**src/rtl/sdr_write_combiner_pkg.sv**
```systemverilog
`default_nettype none
// ============================================================================
// Module   : m107_pkg
// Purpose  : Shared types and constants for the SDRAM write combiner.
//            sdr_wb_word_t is one half-word write: word address (addr[24:1]),
//            16-bit data {odd byte, even byte} and the two lane enables.
// Revision : 1.0 - initial release
// ============================================================================
package m107_pkg;

   localparam int SDR_WB_DEPTH = 4;

   typedef struct packed {
      logic [23:0] addr;
      logic [15:0] data;
      logic [1:0]  be;
   } sdr_wb_word_t;

   // Build a word with the enabled byte copied into any disabled lane, so
   // the data bus never carries stale bytes.
   function automatic sdr_wb_word_t mk_word(input logic [23:0] waddr,
                                            input logic [7:0]  even_b,
                                            input logic [7:0]  odd_b,
                                            input logic [1:0]  be);
      sdr_wb_word_t w;
      w.addr       = waddr;
      w.be         = be;
      w.data[7:0]  = be[0] ? even_b : odd_b;
      w.data[15:8] = be[1] ? odd_b  : even_b;
      return w;
   endfunction

endpackage
`default_nettype wire

```
**src/rtl/sdr_write_combiner_if.sv**
```systemverilog
`default_nettype none
// ============================================================================
// Module   : sdr_write_combiner_if
// Purpose  : Bundles the byte-loader side and the SDRAM-controller side of
//            the write combiner.
//   Loader     : in_valid, in_addr[24:0], in_data[7:0], in_ready, flush
//   Controller : sdr_addr[24:0], sdr_data[15:0], sdr_be[1:0], sdr_req, sdr_rdy
//   Status     : idle
//   slave  modport = the combiner, master modport = its environment.
// Revision : 1.0 - initial release
// ============================================================================
interface sdr_write_combiner_if;
   logic        in_valid;
   logic [24:0] in_addr;
   logic [7:0]  in_data;
   logic        in_ready;
   logic        flush;
   logic [24:0] sdr_addr;
   logic [15:0] sdr_data;
   logic [1:0]  sdr_be;
   logic        sdr_req;
   logic        sdr_rdy;
   logic        idle;

   modport slave (
      input  in_valid, in_addr, in_data, flush, sdr_rdy,
      output in_ready, sdr_addr, sdr_data, sdr_be, sdr_req, idle
   );

   modport master (
      output in_valid, in_addr, in_data, flush, sdr_rdy,
      input  in_ready, sdr_addr, sdr_data, sdr_be, sdr_req, idle
   );
endinterface
`default_nettype wire

```
**src/rtl/sdr_write_combiner_fifo.sv**
```systemverilog
`default_nettype none
// ============================================================================
// Module   : sync_fifo
// Purpose  : Single-clock FIFO with synchronous reset. Push and pop in the
//            same cycle are allowed, including while full.
//   clk, reset        : clock, synchronous active-high reset
//   push, push_data   : write request / data
//   pop, pop_data     : read request / head of queue (valid when !empty)
//   full, empty, count: occupancy status
// Revision : 1.0 - initial release
// ============================================================================
module sync_fifo #(
   parameter int WIDTH = 8,
   parameter int DEPTH = 4          // power of two, >= 2
) (
   input  logic                   clk,
   input  logic                   reset,
   input  logic                   push,
   input  logic [WIDTH-1:0]       push_data,
   input  logic                   pop,
   output logic [WIDTH-1:0]       pop_data,
   output logic                   full,
   output logic                   empty,
   output logic [$clog2(DEPTH):0] count
);
   localparam int AW = $clog2(DEPTH);

   logic [WIDTH-1:0] mem_q [DEPTH];
   logic [AW-1:0]    wr_ptr_q, wr_ptr_d;
   logic [AW-1:0]    rd_ptr_q, rd_ptr_d;
   logic [AW:0]      count_q,  count_d;
   logic             do_push, do_pop;

   assign full     = (count_q == (AW+1)'(DEPTH));
   assign empty    = (count_q == '0);
   assign count    = count_q;
   assign pop_data = mem_q[rd_ptr_q];

   // A pop frees a slot in the same cycle, so a push at full is legal then.
   assign do_push = push & (~full | pop);
   assign do_pop  = pop & ~empty;

   always_comb begin
      wr_ptr_d = wr_ptr_q;
      rd_ptr_d = rd_ptr_q;
      count_d  = count_q;
      if (do_push) wr_ptr_d = wr_ptr_q + 1'b1;
      if (do_pop)  rd_ptr_d = rd_ptr_q + 1'b1;
      if (do_push & ~do_pop)      count_d = count_q + 1'b1;
      else if (do_pop & ~do_push) count_d = count_q - 1'b1;
   end

   always_ff @(posedge clk) begin
      if (reset) begin
         wr_ptr_q <= '0;
         rd_ptr_q <= '0;
         count_q  <= '0;
      end else begin
         wr_ptr_q <= wr_ptr_d;
         rd_ptr_q <= rd_ptr_d;
         count_q  <= count_d;
      end
   end

   // Storage needs no reset: contents are only read behind the count.
   always_ff @(posedge clk) begin
      if (do_push) mem_q[wr_ptr_q] <= push_data;
   end

endmodule
`default_nettype wire

```
**src/rtl/sdr_write_combiner.sv**
```systemverilog
`default_nettype none
// ============================================================================
// Module   : sdr_write_combiner
// Purpose  : Merges a byte stream from a loader into 16-bit SDRAM writes with
//            lane enables, queues them in a small FIFO and issues them one at
//            a time with a level req / pulse ack handshake.
//   clk   : single clock
//   reset : synchronous, active-high
//   bus   : sdr_write_combiner_if.slave (loader, controller and idle status)
//   DEPTH : word-FIFO depth (power of two)
// Revision : 1.0 - initial release
// ============================================================================
module sdr_write_combiner
   import m107_pkg::*;
#(
   parameter int DEPTH = SDR_WB_DEPTH
) (
   input  logic                clk,
   input  logic                reset,
   sdr_write_combiner_if.slave bus
);
   localparam logic [0:0] c_ST_IDLE = 1'b0;
   localparam logic [0:0] c_ST_REQ  = 1'b1;

   // Pending half-word: only ever an even byte waiting for its odd partner.
   logic         pend_valid_q, pend_valid_d;
   logic [23:0]  pend_addr_q,  pend_addr_d;
   logic [7:0]   pend_byte_q,  pend_byte_d;
   // Remembers a flush that arrived while the FIFO was full.
   logic         flush_hold_q, flush_hold_d;

   logic [0:0]   state_q, state_d;
   sdr_wb_word_t out_q,   out_d;
   logic         req_q,   req_d;

   logic              push, pop;
   sdr_wb_word_t      push_word, head_word;
   logic              fifo_full, fifo_empty;
   logic [$clog2(DEPTH):0] fifo_count;

   logic         flush_act, flush_pend, word_match, mismatch, in_ready, accept;
   sdr_wb_word_t pend_word;

   sync_fifo #(
      .WIDTH ($bits(sdr_wb_word_t)),
      .DEPTH (DEPTH)
   ) u_fifo (
      .clk       (clk),
      .reset     (reset),
      .push      (push),
      .push_data (push_word),
      .pop       (pop),
      .pop_data  (head_word),
      .full      (fifo_full),
      .empty     (fifo_empty),
      .count     (fifo_count)
   );

   assign flush_act  = bus.flush | flush_hold_q;
   assign flush_pend = flush_act & pend_valid_q;
   assign word_match = (bus.in_addr[24:1] == pend_addr_q);
   // An odd byte for a different word must first evict the pending one.
   assign mismatch   = bus.in_valid & bus.in_addr[0] & pend_valid_q & ~word_match;
   assign in_ready   = ~reset & ~fifo_full & ~mismatch & ~flush_pend;
   assign accept     = bus.in_valid & in_ready;
   assign pend_word  = mk_word(pend_addr_q, pend_byte_q, 8'h00, 2'b01);

   // Combining path: decides the (single) FIFO push for this cycle.
   always_comb begin
      push         = 1'b0;
      push_word    = pend_word;
      pend_valid_d = pend_valid_q;
      pend_addr_d  = pend_addr_q;
      pend_byte_d  = pend_byte_q;
      flush_hold_d = flush_hold_q;

      if (flush_pend) begin
         if (~fifo_full) begin
            push         = 1'b1;
            pend_valid_d = 1'b0;
            flush_hold_d = 1'b0;
         end else begin
            flush_hold_d = 1'b1;
         end
      end else if (accept) begin
         if (~bus.in_addr[0]) begin
            push         = pend_valid_q;
            pend_valid_d = 1'b1;
            pend_addr_d  = bus.in_addr[24:1];
            pend_byte_d  = bus.in_data;
         end else if (pend_valid_q) begin
            push         = 1'b1;
            push_word    = mk_word(pend_addr_q, pend_byte_q, bus.in_data, 2'b11);
            pend_valid_d = 1'b0;
         end else begin
            push         = 1'b1;
            push_word    = mk_word(bus.in_addr[24:1], 8'h00, bus.in_data, 2'b10);
         end
      end else if (mismatch & ~fifo_full) begin
         push         = 1'b1;
         pend_valid_d = 1'b0;
      end
   end

   // Issue FSM: one request in flight; returning to IDLE after each ack
   // guarantees a low cycle on sdr_req between requests.
   always_comb begin
      pop     = 1'b0;
      state_d = state_q;
      out_d   = out_q;
      req_d   = req_q;
      case (state_q)
         c_ST_IDLE: begin
            if (~fifo_empty) begin
               pop     = 1'b1;
               out_d   = head_word;
               req_d   = 1'b1;
               state_d = c_ST_REQ;
            end
         end
         c_ST_REQ: begin
            if (bus.sdr_rdy) begin
               req_d   = 1'b0;
               state_d = c_ST_IDLE;
            end
         end
         default: begin
            req_d   = 1'b0;
            state_d = c_ST_IDLE;
         end
      endcase
   end

   always_ff @(posedge clk) begin
      if (reset) begin
         pend_valid_q <= 1'b0;
         pend_addr_q  <= '0;
         pend_byte_q  <= '0;
         flush_hold_q <= 1'b0;
         state_q      <= c_ST_IDLE;
         out_q        <= '0;
         req_q        <= 1'b0;
      end else begin
         pend_valid_q <= pend_valid_d;
         pend_addr_q  <= pend_addr_d;
         pend_byte_q  <= pend_byte_d;
         flush_hold_q <= flush_hold_d;
         state_q      <= state_d;
         out_q        <= out_d;
         req_q        <= req_d;
      end
   end

   assign bus.in_ready = in_ready;
   assign bus.sdr_addr = {out_q.addr, 1'b0};
   assign bus.sdr_data = out_q.data;
   assign bus.sdr_be   = out_q.be;
   assign bus.sdr_req  = req_q;
   assign bus.idle     = (fifo_count == '0) & ~pend_valid_q & (state_q == c_ST_IDLE);

endmodule
`default_nettype wire

```
**src/flat_wrapper.sv**
```systemverilog
// flat-port wrapper written by rule: the top's interface ports become plain ports
module sdr_write_combiner_flat import m107_pkg::*;
#(
   parameter int DEPTH = SDR_WB_DEPTH
)
  (clk, reset, bus_in_valid, bus_in_addr, bus_in_data, bus_flush, bus_sdr_rdy, bus_in_ready, bus_sdr_addr, bus_sdr_data, bus_sdr_be, bus_sdr_req, bus_idle);
  sdr_write_combiner_if bus_i ();
  input  logic clk;
  input  logic reset;
  input wire logic [$bits(bus_i.in_valid)-1:0] bus_in_valid;
  input wire logic [$bits(bus_i.in_addr)-1:0] bus_in_addr;
  input wire logic [$bits(bus_i.in_data)-1:0] bus_in_data;
  input wire logic [$bits(bus_i.flush)-1:0] bus_flush;
  input wire logic [$bits(bus_i.sdr_rdy)-1:0] bus_sdr_rdy;
  output wire logic [$bits(bus_i.in_ready)-1:0] bus_in_ready;
  output wire logic [$bits(bus_i.sdr_addr)-1:0] bus_sdr_addr;
  output wire logic [$bits(bus_i.sdr_data)-1:0] bus_sdr_data;
  output wire logic [$bits(bus_i.sdr_be)-1:0] bus_sdr_be;
  output wire logic [$bits(bus_i.sdr_req)-1:0] bus_sdr_req;
  output wire logic [$bits(bus_i.idle)-1:0] bus_idle;
  assign bus_i.in_valid = bus_in_valid;
  assign bus_i.in_addr = bus_in_addr;
  assign bus_i.in_data = bus_in_data;
  assign bus_i.flush = bus_flush;
  assign bus_i.sdr_rdy = bus_sdr_rdy;
  assign bus_in_ready = bus_i.in_ready;
  assign bus_sdr_addr = bus_i.sdr_addr;
  assign bus_sdr_data = bus_i.sdr_data;
  assign bus_sdr_be = bus_i.sdr_be;
  assign bus_sdr_req = bus_i.sdr_req;
  assign bus_idle = bus_i.idle;
  sdr_write_combiner #(.DEPTH(DEPTH)) u_core (.clk(clk), .reset(reset), .bus(bus_i));
endmodule
```
**config.mk**
```make
export PLATFORM = sky130hd
export DESIGN_NAME = sdr_write_combiner_flat
export DESIGN_NICKNAME = d
export VERILOG_FILES = /design/src/rtl/sdr_write_combiner_pkg.sv /design/src/rtl/sdr_write_combiner_if.sv /design/src/rtl/sdr_write_combiner_fifo.sv /design/src/rtl/sdr_write_combiner.sv /design/src/flat_wrapper.sv
export SDC_FILE = /design/constraint.sdc
export NUM_CORES = 1
export LEC_CHECK = 0
export BUFFER_PORTS_ARGS = -buffer_cell sky130_fd_sc_hd__buf_4
export CAP_MARGIN = 20
export CORE_ASPECT_RATIO = 0.9
export CORE_MARGIN = 2
export CORE_UTILIZATION = 55
export CTS_BUF_LIST = sky130_fd_sc_hd__clkbuf_4 sky130_fd_sc_hd__clkbuf_8
export DETAILED_ROUTE_END_ITERATION = 16
export PLACE_DENSITY = 0.74
export SLEW_MARGIN = 40
export SYNTH_ARGS = -nofsm -noshare
export SYNTH_HDL_FRONTEND = slang
export SYNTH_SLANG_ARGS = --single-unit
```
**constraint.sdc**
```tcl
create_clock -name clk -period 3.1 [get_ports clk]
set_input_delay 0.465 -clock clk [delete_from_list [all_inputs] [get_ports clk]]
set_output_delay 0.465 -clock clk [all_outputs]
set_load 0.02 [all_outputs]
```
==> flow_metrics.env, run 1 <==
export IMPL_synth_xor_area_frac=0.02346
export IMPL_grt_pass1_wl_um=35180
export IMPL_ys_seq_elements=253
export IMPL_rows=47
export IMPL_synthArstFlopShare=0
export IMPL_synth_top_family_by_area="simple AND/OR/NAND/NOR gates"
export IMPL_power_frac_seq=0.434
export IMPL_critPathKind="reg2out"
export IMPL_placedCellCount=1075
export IMPL_synth_top_area_cell="edfxtp_1"
export IMPL_area_delta_synth_final_pct=16.30
export IMPL_crit_path_end_kind="output pin"
export IMPL_clock_path_buffers=3
export IMPL_power_total_mw=9.758
export IMPL_crit_path_end="bus_in_ready"
export IMPL_path_clk_slew_ns=0.06
export IMPL_coreArea_sq_um=18520
export IMPL_gp_congestion=0.7588
export IMPL_slew_limit_headroom=0.4757
export IMPL_initial_core_util=0.5644
export IMPL_rsz0062_at_grt="no"
export IMPL_die_w_um=149.3
export IMPL_r2r_cells=10
export IMPL_die_y_um=134.8
export IMPL_synthAdderAreaFrac=0.007899
export IMPL_cp_max_fo=11
export IMPL_min_period_ns=3.027
export IMPL_clockPowerShare=0.315
export IMPL_p_comb_frac=0.252
export IMPL_track_usage=0.2283
export IMPL_viasPerCell=5.615
export IMPL_cp_start_kind="flop"
export IMPL_n_antenna_cell=0
export IMPL_synth_area_per_cell_sq_um=13.44
export IMPL_worstHoldStart="bus_sdr_rdy"
export IMPL_clock_skew_ns=0.02583
export IMPL_cellLeakagePower_nw=4.275
export IMPL_drc=0
export IMPL_setup_tns_ns=0
export IMPL_cts_hold_buf=0
export IMPL_ant_nets=0
export IMPL_cp_data_required_time_ns=2.63
export IMPL_synth_fp_nets=822
export IMPL_finalNonFillerCells=1151
export IMPL_reg2reg_slack_ns=0.45
export IMPL_clock_sinks=253
export IMPL_synth_cells=778
export IMPL_synth_edf_count=168
export IMPL_grt_pass1_vias=6628
export IMPL_seq_area_frac_synth=0.6453
export IMPL_grt_max_degree=55
export IMPL_yosys_area_share_simple=0.1212
export IMPL_dp_hpwl_um=13300
export IMPL_n_fill_cell=1379
export IMPL_dieArea_sq_um=20130
export IMPL_dominantRegCellSynth="edfxtp_1"
export IMPL_p_switching_mw=2.927
export IMPL_clk_latency_ns=0.54
export IMPL_maxCapViolCount=0
export IMPL_dr_pass1_iters=4
export IMPL_dr_total_vias=6463
export IMPL_r2r_end="u_core.u_fifo.count[2]"
export IMPL_reg2reg_from="u_core.pend_addr_q[5]"
export IMPL_port_buffers=82
export IMPL_hp_class="in2reg"
export IMPL_status="completed"
export IMPL_arrival_ns=2.56
export IMPL_final_cell_mix="nand2_1, edfxtp_1, buf_4"
export IMPL_swShare=0.3000
export IMPL_finalWirelength_um=22310
export IMPL_drive_gt1_frac=0.3300
export IMPL_synthesis_area_sq_um=10460
export IMPL_powerDensity_nw_per_um2=802.5
export IMPL_cts_buffers=41
export IMPL_final_common_cell="nand2_1"
export IMPL_avgRoutedWirePerCell_um=19.38
export IMPL_setup_viol=0
export IMPL_worst_pin_slew_ns=0.7865
export IMPL_ys_warn_count=0
export IMPL_internal_power_mw=6.831
export IMPL_multi_input_area_sq_um=3426
export IMPL_yosysUniqueCellTypes=48
export IMPL_synth_compound_area_frac=0.06845
export IMPL_max_freq_ghz=0.3304
export IMPL_fin_crit_sh=0.9765
export IMPL_htree_levels=2
export IMPL_synthTopCellsByArea="edfxtp_1, dfxtp_1, mux4_2"
export IMPL_antenna_found_initial=0
export IMPL_drt_iter0_drc=482
export IMPL_cp_startpoint="u_core.pend_addr_q[5]"
export IMPL_synthMuxAreaShare=0.1046
export IMPL_peakVddDrop_mv=0.4660
export IMPL_post_synth_top_area_fraction=0.4825
export IMPL_hold_viol_final=0
export IMPL_cts_tree="built"
export IMPL_ios=84
export IMPL_clock_root_buffer="clkbuf_8"
export IMPL_grt_overflow_total=0
export IMPL_seq_area_sq_um=6749
export IMPL_slew_violations=0
export IMPL_nets=917
## synthesized netlist by cell type (all sizes together) (3+ instances only)
cell type    n
nor2        13
xnor2       25
mux2         9
buf         20
dfxtp       85
edfxtp     168
inv          7
clkbuf      27
o211ai       8
a211oi       4
mux4        42
a21oi       78
nand4       14
and2         5
xor2         3
a22oi        8
or3          3
nand2      233
o21ai        4
ha           5
## state kept, by name, indices dropped and copies added, names as in the netlist
register / count
u_core.u_fifo.rd_ptr_q: 2
u_core.flush_hold_q: 1
u_core.bus.sdr_be: 2
u_core.u_fifo.wr_ptr_q: 2
u_core.bus.sdr_data: 16
u_core.pend_byte_q: 8
u_core.bus.sdr_addr: 24
u_core.pend_valid_q: 1
u_core.u_fifo.mem_q: 168
u_core.state_q: 1
u_core.u_fifo.count: 3
u_core.pend_addr_q: 24
u_core.bus.sdr_req: 1
## repair_timing
item	in CTS	in global routing
setup endpoints to repair	1	1
buffers inserted	0	0
pin swaps	1	1
gates resized for setup	0	1
## layer usage
layer | vias to the layer above | track usage | part of all wire
met5 | - | 0 | 0
met4 | 0 | 0.07302 | 0.020
met3 | 43 | 0.04628 | 0.053
met2 | 199 | 0.3866 | 0.50
met1 | 3229 | 0.2997 | 0.43
li1 | 2992 | - | -
## critical path, stage by stage, from the launching register on
cell     delay (ns)
dfxtp_1        0.35
xnor2_2        0.29
nand4_1        0.20
nor4_4         0.46
buf_4          0.27
nand2_1        0.11
a21oi_1        0.18
buf_4          0.17
## cell type report
class	instances	area share
Sequential cell	253	0.5551
Multi-Input combinational cell	470	0.2817
Timing Repair Buffer	99	0.06215
Clock buffer	59	0.06061
Tap cell	245	0.02521
Clock inverter	17	0.01276
Inverter	8	0.002470
## power by group through the flow
| stage | registers [mW] | logic [mW] | clock network, mW |
|---|---|---|---|
| 4_1_cts | 4.23 | 2.49 | 3.12 |
| 3_3_place_gp | 4.27 | 2.43 | 0 |
| 2_1_floorplan | 4.53 | 1.40 | 0 |
| 3_5_place_dp | 4.30 | 2.48 | 0 |
| 6_report | 4.23 | 2.45 | 3.07 |
| 5_1_grt | 4.27 | 2.67 | 3.26 |
## how the worst min path moves through the flow
stage                                   to  slack, ns  cells after the start
floorplan            u_core.pend_addr_q[0]       0.46                      2
global route            u_core.bus.sdr_req       0.13                      2
CTS                     u_core.bus.sdr_req       0.11                      2
finish                  u_core.bus.sdr_req       0.14                      2
global placement    u_core.bus.sdr_data[4]       0.44                      2
detailed placement  u_core.bus.sdr_data[6]       0.45                      2
## cell families (layout without fill, tap and decap cells)
group | count (synthesis) | after routing
and+or+nand+nor | 278 | 278
DFF | 253 | 253
AOI/OAI and AO/OA | 104 | 104
buffers and inverters | 55 | 183
muxes | 53 | 53
xor gates and xnor gates | 28 | 28
adders and majority gates | 6 | 6
other | 1 | 1
## stage by stage
stage	util	hold slack [ns]	area [sq um]	setup WS, ns
floorplan	-	0.4620	10460	0.4200
global placement	0.6078	0.4415	11260	0.2933
detailed placement	0.6078	0.4492	11260	0.1590
CTS	0.6560	0.1115	12150	0.05828
global route	0.6564	0.1315	12160	0.04098
finish	0.6564	0.1396	12160	0.07291
No activity file was read; power rests on OpenSTA's default activity.
==> run 2: changes to the inputs <==
--- a/config.mk
+++ b/config.mk
@@ -12,7 +12,7 @@
 export CORE_UTILIZATION = 55
 export CTS_BUF_LIST = sky130_fd_sc_hd__clkbuf_4 sky130_fd_sc_hd__clkbuf_8
 export DETAILED_ROUTE_END_ITERATION = 16
-export PLACE_DENSITY = 0.74
+export PLACE_DENSITY_LB_ADDON = 0.2
 export SLEW_MARGIN = 40
 export SYNTH_ARGS = -nofsm -noshare
 export SYNTH_HDL_FRONTEND = slang
==> flow_metrics.env, run 2 (same netlist as run 1, synthesis figures left out) <==
export IMPL_status="completed"
export IMPL_grt_overflow_total=0
export IMPL_dr_total_vias=6493
export IMPL_antenna_found_initial=0
export IMPL_final_cell_mix="nand2_1, edfxtp_1, buf_4"
export IMPL_avgRoutedWirePerCell_um=19.64
export IMPL_gp_congestion=0.7981
export IMPL_cp_common_cell="buf_4"
export IMPL_placedInstanceArea_sq_um=11290
export IMPL_cellLeakagePower_nw=4.248
export IMPL_finalWirelength_um=22590
export IMPL_port_buffers=82
export IMPL_slowest_delay_ns=0.40
export IMPL_n_antenna_cell=0
export IMPL_gr_usage_met3=0.04054
export IMPL_rows=47
export IMPL_holdPathStages=2
export IMPL_clock_path_buffers=3
export IMPL_powerDensity_nw_per_um2=790.9
export IMPL_cts_hold_buf=0
export IMPL_setup_viol=0
export IMPL_cts_resized=0
export IMPL_grt_pass1_vias=6617
export IMPL_drc=0
export IMPL_cts_tree="built"
export IMPL_drive_gt1_frac=0.3271
export IMPL_fin_crit_sh=0.9509
export IMPL_min_period_ns=2.948
export IMPL_area_delta_synth_final_pct=15.98
export IMPL_die_w_um=149.3
export IMPL_clk_latency_ns=0.53
export IMPL_ios=84
export IMPL_final_core_util=0.6546
export IMPL_reg2reg_slack_ns=0.41
export IMPL_regMostFlops="u_core.u_fifo.mem_q"
export IMPL_clock_sinks=253
export IMPL_maxCapViolCount=0
export IMPL_crit_path_end_kind="output pin"
export IMPL_r2r_end="u_core.u_fifo.count[2]"
export IMPL_clockPowerShare=0.299
export IMPL_viasPerCell=5.646
export IMPL_dieArea_sq_um=20130
export IMPL_grt_use_met2=0.3817
export IMPL_rsz0062_at_grt="no"
export IMPL_worstHoldStart="bus_sdr_rdy"
export IMPL_cp_slowest_cell="nor4_4"
export IMPL_ant_nets=0
export IMPL_grt_pass1_wl_um=35360
export IMPL_clock_root_buffer="clkbuf_8"
export IMPL_power_frac_seq=0.449
export IMPL_swShare=0.3045
export IMPL_grt_max_degree=46
export IMPL_htree_levels=2
export IMPL_arrival_ns=2.48
export IMPL_clock_skew_ns=0.01875
export IMPL_max_freq_ghz=0.3392
export IMPL_initial_core_util=0.5644
export IMPL_reg2reg_from="u_core.u_fifo.count[0]"
export IMPL_hp_class="in2reg"
export IMPL_nets=917
export IMPL_hold_viol_final=0
export IMPL_cts_buffers=40
export IMPL_largest_reg_flops=168
export IMPL_timing_critical_path_buf_inv=2
export IMPL_slew_limit_headroom=0.5136
export IMPL_hold_end="u_core.bus.sdr_req"
export IMPL_r2r_cells=9
export IMPL_coreArea_sq_um=18520
export IMPL_crit_chain="xnor2_1, nand4_1, nor4_4, buf_4, nand2_1, a21oi_1, buf_4"
export IMPL_track_usage=0.2314
export IMPL_peakVddDrop_mv=0.3511
export IMPL_final_common_cell="nand2_1"
export IMPL_die_y_um=134.8
export IMPL_design_area_sq_um=12130
export IMPL_grt_busiest_layer="met2"
export IMPL_dr_pass1_iters=5
export IMPL_setup_tns_ns=0
export IMPL_cp_start_kind="flop"
export IMPL_cp_data_required_time_ns=2.63
export IMPL_dp_hpwl_um=13850
export IMPL_p_comb_frac=0.252
export IMPL_path_clk_slew_ns=0.06
export IMPL_worst_pin_slew_ns=0.7296
export IMPL_internal_power_mw=6.670
export IMPL_met1_usage=0.3171
export IMPL_cp_max_fo=11
export IMPL_slew_violations=0
export IMPL_path_delay_family="simple AND/OR/NAND/NOR gates"
export IMPL_post_cts_buffers=0
export IMPL_p_switching_mw=2.920
export IMPL_critPathKind="reg2out"
export IMPL_drt_iter0_drc=544
## run 2: changes by cell type in the layout (fill, tap and decap cells not counted), sizes merged
cell and change:
clkinv -1, buf +1, bufinv -2, clkinvlp +1
## run 2: power groups by stage
stage	clock (mW)	sequential (mW)	combinational (mW)
final	2.87	4.31	2.42
after global routing	3.07	4.36	2.63
after CTS	2.92	4.31	2.46
after detailed placement	0	4.38	2.45
after global placement	0	4.35	2.40
after floorplan	0	4.53	1.40
## run 2: worst max-delay path by stage
| stage | slack, ns | start | endpoint | cells after the start |
|---|---|---|---|---|
| 2_1_floorplan | 0.42 | reset | u_core.u_fifo.mem_q[0][0] | 5 |
| 3_3_place_gp | 0.43 | bus_in_addr[9] | u_core.u_fifo.count[2] | 11 |
| 3_5_place_dp | 0.36 | bus_in_valid | u_core.u_fifo.count[2] | 11 |
| 4_1_cts | 0.16 | u_core.pend_addr_q[8] | bus_in_ready | 7 |
| 5_1_grt | 0.003 | u_core.pend_addr_q[8] | bus_in_ready | 7 |
| 6_report | 0.15 | u_core.pend_addr_q[8] | bus_in_ready | 7 |
## run 2: stage by stage
step	instances	setup WS [ns]	hold WS [ns]	power, mW
finish	1150	0.1521	0.1432	9.590
global route	1150	0.002779	0.1237	10.05
CTS	1150	0.1645	0.1218	9.685
detailed placement	1076	0.3582	0.4492	6.833
global placement	1076	0.4274	0.4432	6.753
floorplan	778	0.4200	0.4620	5.927
## run 2: cell type report
type	count	area, sq um
Clock buffer	59	737.0
Tap cell	245	306.5
Inverter	8	30.03
Fill cell	1400	6399
Multi-Input combinational cell	470	3418
Clock inverter	15	96.34
Sequential cell	253	6749
Timing Repair Buffer	100	788.3
## run 2: layer usage
metal	wire, um	part of all wire
met2	11060	0.49
met5	0	0
met4	314	0.014
met3	1357	0.060
met1	9859	0.44
==> run 3: changes to the inputs <==
--- a/config.mk
+++ b/config.mk
@@ -11,6 +11,7 @@
 export CORE_MARGIN = 2
 export CORE_UTILIZATION = 55
 export CTS_BUF_LIST = sky130_fd_sc_hd__clkbuf_4 sky130_fd_sc_hd__clkbuf_8
+export CTS_CLUSTER_SIZE = 16
 export DETAILED_ROUTE_END_ITERATION = 16
 export PLACE_DENSITY_LB_ADDON = 0.2
 export SLEW_MARGIN = 40
==> constraint.sdc (replaced) <==
create_clock -name clk -period 3.31 [get_ports clk]
set_input_delay 0.4965 -clock clk [delete_from_list [all_inputs] [get_ports clk]]
set_output_delay 0.4965 -clock clk [all_outputs]
set_load 0.02 [all_outputs]
==> flow_metrics.env, run 3 (same netlist as run 1, synthesis figures left out) <==
export IMPL_port_buffers=82
export IMPL_fin_crit_sh=0.9332
export IMPL_largest_reg_flops=168
export IMPL_path_clk_slew_ns=0.06
export IMPL_initial_core_util=0.5644
export IMPL_placedCellCount=1071
export IMPL_rsz0062_at_grt="no"
export IMPL_powerDensity_nw_per_um2=739.0
export IMPL_cts_resized=0
export IMPL_antenna_found_initial=0
export IMPL_final_core_util=0.6498
export IMPL_clock_path_buffers=3
export IMPL_cp_data_required_time_ns=2.81
export IMPL_htree_levels=2
export IMPL_placedInstanceArea_sq_um=11230
export IMPL_slew_limit_headroom=0.5495
export IMPL_status="completed"
export IMPL_finalWirelength_um=22720
export IMPL_drc=0
export IMPL_final_cell_mix="nand2_1, edfxtp_1, buf_4"
export IMPL_grt_max_degree=65
export IMPL_dp_hpwl_um=13830
export IMPL_min_period_ns=3.089
export IMPL_grt_overflow_total=0
export IMPL_area_delta_synth_final_pct=15.14
export IMPL_post_cts_buffers=0
export IMPL_cts_buffers=41
export IMPL_cp_start_kind="flop"
export IMPL_drive_gt1_frac=0.3252
export IMPL_coreArea_sq_um=18520
export IMPL_grt_pass1_wl_um=35320
export IMPL_cellLeakagePower_nw=4.207
export IMPL_dr_total_vias=6506
export IMPL_internal_power_mw=6.149
export IMPL_maxCapViolCount=0
export IMPL_design_area_sq_um=12040
export IMPL_grt_pass1_vias=6511
export IMPL_clk_latency_ns=0.53
export IMPL_hold_viol_final=0
export IMPL_swShare=0.3088
export IMPL_worst_pin_slew_ns=0.6758
export IMPL_p_comb_frac=0.252
export IMPL_power_frac_seq=0.455
export IMPL_gp_congestion=0.8244
export IMPL_p_switching_mw=2.747
export IMPL_arrival_ns=2.59
export IMPL_cts_hold_buf=0
export IMPL_ios=84
export IMPL_track_usage=0.2323
export IMPL_clock_skew_ns=0.02242
export IMPL_die_w_um=149.3
export IMPL_max_freq_ghz=0.3237
export IMPL_regMostFlops="u_core.u_fifo.mem_q"
export IMPL_final_common_cell="nand2_1"
export IMPL_slew_violations=0
export IMPL_finalNonFillerCells=1146
export IMPL_holdWs_ns=0.1795
export IMPL_peakVddDrop_mv=0.5090
export IMPL_setup_tns_ns=0
export IMPL_hp_class="in2reg"
export IMPL_clockPowerShare=0.293
export IMPL_critPathKind="reg2out"
export IMPL_dieArea_sq_um=20130
export IMPL_clock_root_buffer="clkbuf_8"
export IMPL_nets=913
export IMPL_cp_max_fo=11
export IMPL_avgRoutedWirePerCell_um=19.83
export IMPL_n_antenna_cell=0
export IMPL_cts_tree="built"
export IMPL_ant_nets=0
export IMPL_drt_iter0_drc=492
export IMPL_die_y_um=134.8
export IMPL_setup_viol=0
export IMPL_crit_path_end_kind="output pin"
export IMPL_clock_sinks=253
export IMPL_rows=47
export IMPL_viasPerCell=5.677
export IMPL_dr_pass1_iters=5
==> run 3: changes by cell type in the layout (fill, tap and decap cells not counted), moves of 2 or more <==
cell / change
and2_2: -4
and2_4: +4
buf_12: -2
buf_4: -4
clkbuf_4: +7
clkbuf_8: -4
==> run 3: final cells by class <==
| class | count | area (sq um) |
|---|---|---|
| Clock buffer | 62 | 734.5 |
| Clock inverter | 13 | 62.56 |
| Fill cell | 1379 | 6486 |
| Inverter | 8 | 30.03 |
| Multi-Input combinational cell | 470 | 3423 |
| Sequential cell | 253 | 6751 |
| Tap cell | 245 | 306.5 |
| Timing Repair Buffer | 95 | 729.5 |
==> run 3: power by group through the flow <==
stage / clock, mW / combinational (mW) / sequential [mW]
after floorplan: 0 / 1.31 / 4.24
after global placement: 0 / 2.22 / 4.09
after global routing: 2.80 / 2.43 / 4.09
after CTS: 2.66 / 2.28 / 4.05
after detailed placement: 0 / 2.28 / 4.11
final: 2.61 / 2.25 / 4.04
==> run 3: layer usage <==
layer | global-route usage | vias to the layer above | wire length, um
met5 | 0 | - | 0
met4 | 0.07831 | 0 | 393
met3 | 0.04696 | 37 | 1674
met2 | 0.3717 | 262 | 11010
met1 | 0.3230 | 3223 | 9639
li1 | - | 2984 | -
==> run 3: stage by stage <==
stage	power, mW	setup slack (ns)
2_1_floorplan	5.551	0.5985
3_3_place_gp	6.309	0.4043
3_5_place_dp	6.387	0.2994
4_1_cts	8.990	0.1601
5_1_grt	9.323	0.04126
6_report	8.896	0.2211
==> run 3: worst paths after layout <==
| check | from | to | slack (ns) | depth (start not counted) |
|---|---|---|---|---|
| worst min-delay path | bus_sdr_rdy | u_core.bus.sdr_req | 0.18 | 2 |
| worst max-delay path | u_core.pend_addr_q[21] | bus_in_ready | 0.22 | 7 |
| worst min register to register | u_core.bus.sdr_data[14] | u_core.bus.sdr_data[14] | 0.45 | 2 |
| worst max register to register | u_core.pend_valid_q | u_core.u_fifo.count[2] | 0.60 | 10 |
==> run 3: worst max-delay path, cell delays in order, from the launching register on <==
cell and delay (ns):
dfxtp_1 0.33, xnor2_1 0.30, nand4_1 0.22, nor4_4 0.47
buf_4 0.27, nand2_1 0.13, a21oi_1 0.17, buf_4 0.16
